`config.mk`:
```
export PLATFORM = sky130hd
export DESIGN_NAME = serial_receiver
export DESIGN_NICKNAME = d
export VERILOG_FILES = /design/src/rtl/serial_receiver.sv
export SDC_FILE = /design/constraint.sdc
export NUM_CORES = 1
export LEC_CHECK = 0
export ABC_AREA = 1
export CORE_UTILIZATION = 53
export CTS_CLUSTER_SIZE = 40
export DETAILED_ROUTE_END_ITERATION = 12
export PLACE_DENSITY_LB_ADDON = 0.05
export SLEW_MARGIN = 20
export SYNTH_ARGS = -nofsm -noshare
export SYNTH_HDL_FRONTEND = slang
export SYNTH_SLANG_ARGS = --single-unit
```
`constraint.sdc`:
```
create_clock -name i_clk -period 1.8 [get_ports i_clk]
set_input_delay 0.18 -clock i_clk [delete_from_list [all_inputs] [get_ports i_clk]]
set_output_delay 0.18 -clock i_clk [all_outputs]
set_load 0.1 [all_outputs]
```
`src/rtl/serial_receiver.sv`:
```
// Serial frame receiver: start bit, 8 data bits LSB-first, stop bit, sampled on i_en.
// Good bytes land in a small FWFT FIFO drained over a valid/ready handshake.
module serial_receiver #(
  parameter logic START_LVL = 1'b1,
  parameter int   DEPTH     = 4,
  parameter int   CW        = 3
) (
  input  logic          i_clk,
  input  logic          i_rst,
  input  logic          i_en,
  input  logic          i_s_data,
  input  logic          i_ready,
  output logic [7:0]    o_data,
  output logic          o_valid,
  output logic [CW-1:0] o_count,
  output logic          o_busy,
  output logic          o_frame_err,
  output logic          o_overflow
);
  localparam int AW = $clog2(DEPTH);

  typedef enum logic [1:0] {IDLE, DATA, STOP} state_t;

  state_t          state_q, state_d;
  logic [7:0]      shift_q, shift_d;
  logic [2:0]      bit_cnt_q, bit_cnt_d;
  logic [7:0]      mem_q [DEPTH];
  logic [7:0]      mem_d [DEPTH];
  logic [AW-1:0]   wr_ptr_q, wr_ptr_d, rd_ptr_q, rd_ptr_d;
  logic [CW-1:0]   count_q, count_d;
  logic            frame_err_q, frame_err_d;
  logic            overflow_q, overflow_d;
  logic            push, pop, full;

  assign o_valid     = (count_q != '0);
  assign o_data      = o_valid ? mem_q[rd_ptr_q] : 8'h00;
  assign o_count     = count_q;
  assign o_busy      = (state_q != IDLE);
  assign o_frame_err = frame_err_q;
  assign o_overflow  = overflow_q;

  assign full = (count_q == CW'(DEPTH));
  assign pop  = o_valid && i_ready;

  always_comb begin
    state_d     = state_q;
    shift_d     = shift_q;
    bit_cnt_d   = bit_cnt_q;
    push        = 1'b0;
    frame_err_d = 1'b0;
    overflow_d  = 1'b0;
    if (i_en) begin
      case (state_q)
        IDLE: if (i_s_data == START_LVL) begin
          state_d   = DATA;
          bit_cnt_d = 3'd0;
        end
        DATA: begin
          shift_d   = {i_s_data, shift_q[7:1]};
          bit_cnt_d = bit_cnt_q + 3'd1;
          if (bit_cnt_q == 3'd7) state_d = STOP;
        end
        STOP: begin
          state_d = IDLE;
          // A pop in the same cycle frees the head slot, so a full FIFO can still accept.
          if (i_s_data != START_LVL) begin
            if (!full || pop) push = 1'b1;
            else              overflow_d = 1'b1;
          end else begin
            frame_err_d = 1'b1;
          end
        end
        default: state_d = IDLE;
      endcase
    end
  end

  always_comb begin
    mem_d    = mem_q;
    wr_ptr_d = wr_ptr_q;
    rd_ptr_d = rd_ptr_q;
    count_d  = count_q;
    if (push) begin
      mem_d[wr_ptr_q] = shift_q;
      wr_ptr_d        = wr_ptr_q + 1'b1;
    end
    if (pop) rd_ptr_d = rd_ptr_q + 1'b1;
    case ({push, pop})
      2'b10:   count_d = count_q + 1'b1;
      2'b01:   count_d = count_q - 1'b1;
      default: count_d = count_q;
    endcase
  end

  always_ff @(posedge i_clk) begin
    if (i_rst) begin
      state_q     <= IDLE;
      shift_q     <= '0;
      bit_cnt_q   <= '0;
      mem_q       <= '{default: '0};
      wr_ptr_q    <= '0;
      rd_ptr_q    <= '0;
      count_q     <= '0;
      frame_err_q <= 1'b0;
      overflow_q  <= 1'b0;
    end else begin
      state_q     <= state_d;
      shift_q     <= shift_d;
      bit_cnt_q   <= bit_cnt_d;
      mem_q       <= mem_d;
      wr_ptr_q    <= wr_ptr_d;
      rd_ptr_q    <= rd_ptr_d;
      count_q     <= count_d;
      frame_err_q <= frame_err_d;
      overflow_q  <= overflow_d;
    end
  end
endmodule

```
==> impl_metrics.csv <==
group,metric,value,unit
timing,worst_slew_pin_slew,0.422,ns
floorplan,row_count,26,
clock_network,cts_made_buffers,5,
power_and_ir_drop,net-switching-power,851,uW
synth,synth_flop_cell,"dfxtp_1",
floorplan,die_h,75.1,um
final_layout,drive_gt1_share,17.6,%
timing,hold_viol,0,
final_layout,fill_cells,473,
outcome,status,"completed",
timing,setup_viol,0,
clock_network,tritoncts,"yes",
place,place_congestion,0.885,
min_path,worstHoldPathType,"reg2reg",
floorplan,die_area,5640,sq um
place,hpwl,4470,um
synth,ys_types,25,
worst_setup_path,path_class,"reg2reg",
worst_setup_path,worst_setup_path_end_kind,"register",
final_layout,antenna_cells,0,
floorplan,floorplan.initialDensity,55.1,%
timing,drv_slew,0,
power_and_ir_drop,p_comb_share,26.4,%
global_route,antenna_found_initial,0,
worst_setup_path,startpoint_type,"register",
power_and_ir_drop,swShare,33.3,%
synth,syn-num-nets,429,
routing,drt_iter0_markers,236,
clock_network,clock_sinks,54,
global_route,grt_pass1_wl,10300,um
global_route,grt_pass1_vias,2147,
synth,netlist_area,2830,sq um
clock_network,clockBufferDepth,2,
synth,synth_area_leaders,"dfxtp_1, inv_1, nand2_1",
synth,synthCells,416,
timing,min_period_over_period,99.8,%
routing,drc,0,
worst_setup_path,arrival,2.03,ns
final_layout,nNetsFinal,456,
final_layout,final_core_util,68.1,%
routing,vias,2538,
routing,finalWirelength,6400,um
synth,syn_avg_cell_area,6.80,sq um
final_layout,fin_cells,513,
power_and_ir_drop,power_density,732,nW/um^2
clock_network,clkLatencyLatePin,0.30,ns
synth,yosysTopAreaCell,"dfxtp_1",
routing,detailedRoute.firstPassIterationCount,5,
synth,yosys_register_bits,54,
power_and_ir_drop,power.internal,1710,uW
global_route,grt_overflow_total,0,
power_and_ir_drop,clkPwrFrac,25.3,%
place,io_buffers,19,
power_and_ir_drop,pwr-share-seq,48.3,%
floorplan,core-area,5140,sq um
timing,rsz0062_at_grt,"true",
worst_setup_path,path_max_fanout,3,
power_and_ir_drop,p_leak,0.00145,uW
timing,fmax,557,MHz
routing,detail_route.wl_per_cell,12.5,um
routing,viasPerCell,4.95,
synth,synth-edff-count,0,
place,placed_cells,504,
clock_network,root_buffer,"clkbuf_8",
power_and_ir_drop,vdd_drop_max,0.531,mV
synth,synthArstFlopShare,0,%
synth,synth.top_cell.area_share,38.2,%
clock_network,cts.clk_slew.worst_paths,0.09,ns
timing,max-slew-margin-rel,71.5,%
routing,ant_nets,0,
floorplan,ios,20,
final_layout,area_delta_synth_final,23.6,%
clock_network,ctsHoldBuffers,0,
timing,period_minus_slack,1.80,ns
timing,clock_skew,0.00452,ns
worst_setup_path,worst_ep_required_time,2.03,ns
global_route,grt_max_degree,46,
run,maxCapViolCount,0,
synth,yosysWarnings,0,
floorplan,die_w,75.1,um
clock_network,h-tree-depth,2,
global_route,grtUsageTotal,24.5,%
synth,ys_seq_area_share,38.2,%
==> sequential cells by signal (all words and copies together), names as in the netlist <==
signal       count
o_frame_err      1
o_count          3
bit_cnt_q        3
state_q          2
shift_q          8
mem_q           32
rd_ptr_q         2
wr_ptr_q         2
o_overflow       1
==> metal layers <==
layer  routed length (um)  vias up  track usage [%]
met4                   51        0             5.66
met1                 3070     1128             33.9
met5                    0        -                0
met3                  243        8             3.61
li1                     -     1353                -
met2                 3040       49             40.2
==> critical path: stages (launching register included) <==
cell        delay [ns]
dfxtp_4           0.37
clkinvlp_4        0.16
nor2_4            0.14
nand2_2           0.07
nand2_4           0.09
ha_4              0.12
inv_2             0.04
fa_2              0.33
inv_1             0.07
nand2_1           0.07
nand3_2           0.10
o21ai_2           0.06
a21oi_2           0.11
==> cell usage in the layout, fill, tap and decap left out, drive strengths merged, types with 2 or more instances in the layout <==
cell,n
ha,7
nand4,32
dfxtp,54
clkdlybuf4s50,4
nand2,85
nor2,40
nor4,2
o21ai,30
a21oi,43
nand3,8
inv,88
buf,38
clkbuf,7
==> repair_timing <==
item	4_1_cts	5_1_grt
resized for setup	4	16
setup endpoints to repair	3	10
pin swaps	4	5
buffers inserted	2	1
==> worst paths after layout <==
kind         cells past startpoint                       from  slack [ns]                        end
max                             12    o_count[2]$_SDFFE_PP0P_       0.003    o_count[2]$_SDFFE_PP0P_
min                              2  bit_cnt_q[2]$_SDFFE_PP0P_        0.47  bit_cnt_q[2]$_SDFFE_PP0P_
max reg2reg                     12    o_count[2]$_SDFFE_PP0P_       0.003    o_count[2]$_SDFFE_PP0P_
min reg2reg                      2  bit_cnt_q[2]$_SDFFE_PP0P_        0.47  bit_cnt_q[2]$_SDFFE_PP0P_
==> Yosys cell counts, types with 5 or more instances <==
library cell   n
inv_1         87
nand2_1       83
dfxtp_1       54
a21oi_1       43
nor2_1        39
nand4_1       32
o21ai_0       22
buf_2          8
o21ai_1        8
ha_1           7
clkbuf_1       5
==> kinds of logic after synthesis <==
| logic type | synth area share (%) |
|---|---|
| DFF | 38.2 |
| and+or+nand+nor | 28.4 |
| xor gates and xnor gates | 0.310 |
| AOI/OAI and AO/OA | 12.9 |
| adders and majority gates | 3.80 |
| buffers and inverters | 16.4 |
==> layout make-up <==
class	count	area (sq um)	area share, %
sequential	54	1090	31.3
clock buffer	7	76.3	2.18
timing repair buffer	42	458	13.1
multi-input combinational	250	1440	41.1
inverter	90	347	9.91
tap	70	87.6	2.50
==> stage by stage <==
| step | area (sq um) | total power, uW | setup slack [ns] | hold slack, ns | TNS (ns) |
|---|---|---|---|---|---|
| floorplan | 2970 | 1700 | -0.371 | 0.356 | -2.98 |
| global placement | 3380 | 1930 | -0.0981 | 0.453 | -0.387 |
| detailed placement | 3380 | 1930 | -0.195 | 0.461 | -2.41 |
| CTS | 3470 | 2570 | 0.00354 | 0.474 | 0 |
| global route | 3500 | 2660 | -0.140 | 0.512 | -0.140 |
| finish | 3500 | 2560 | 0.00311 | 0.471 | 0 |
==> power groups by stage <==
stage	registers, uW	clock network, uW	logic (uW)
4_1_cts	1240	660	678
3_3_place_gp	1260	0	668
3_5_place_dp	1260	0	671
6_report	1240	647	675
5_1_grt	1240	707	716
2_1_floorplan	1310	0	385
Note: power is estimated with default switching activity, not from simulation.
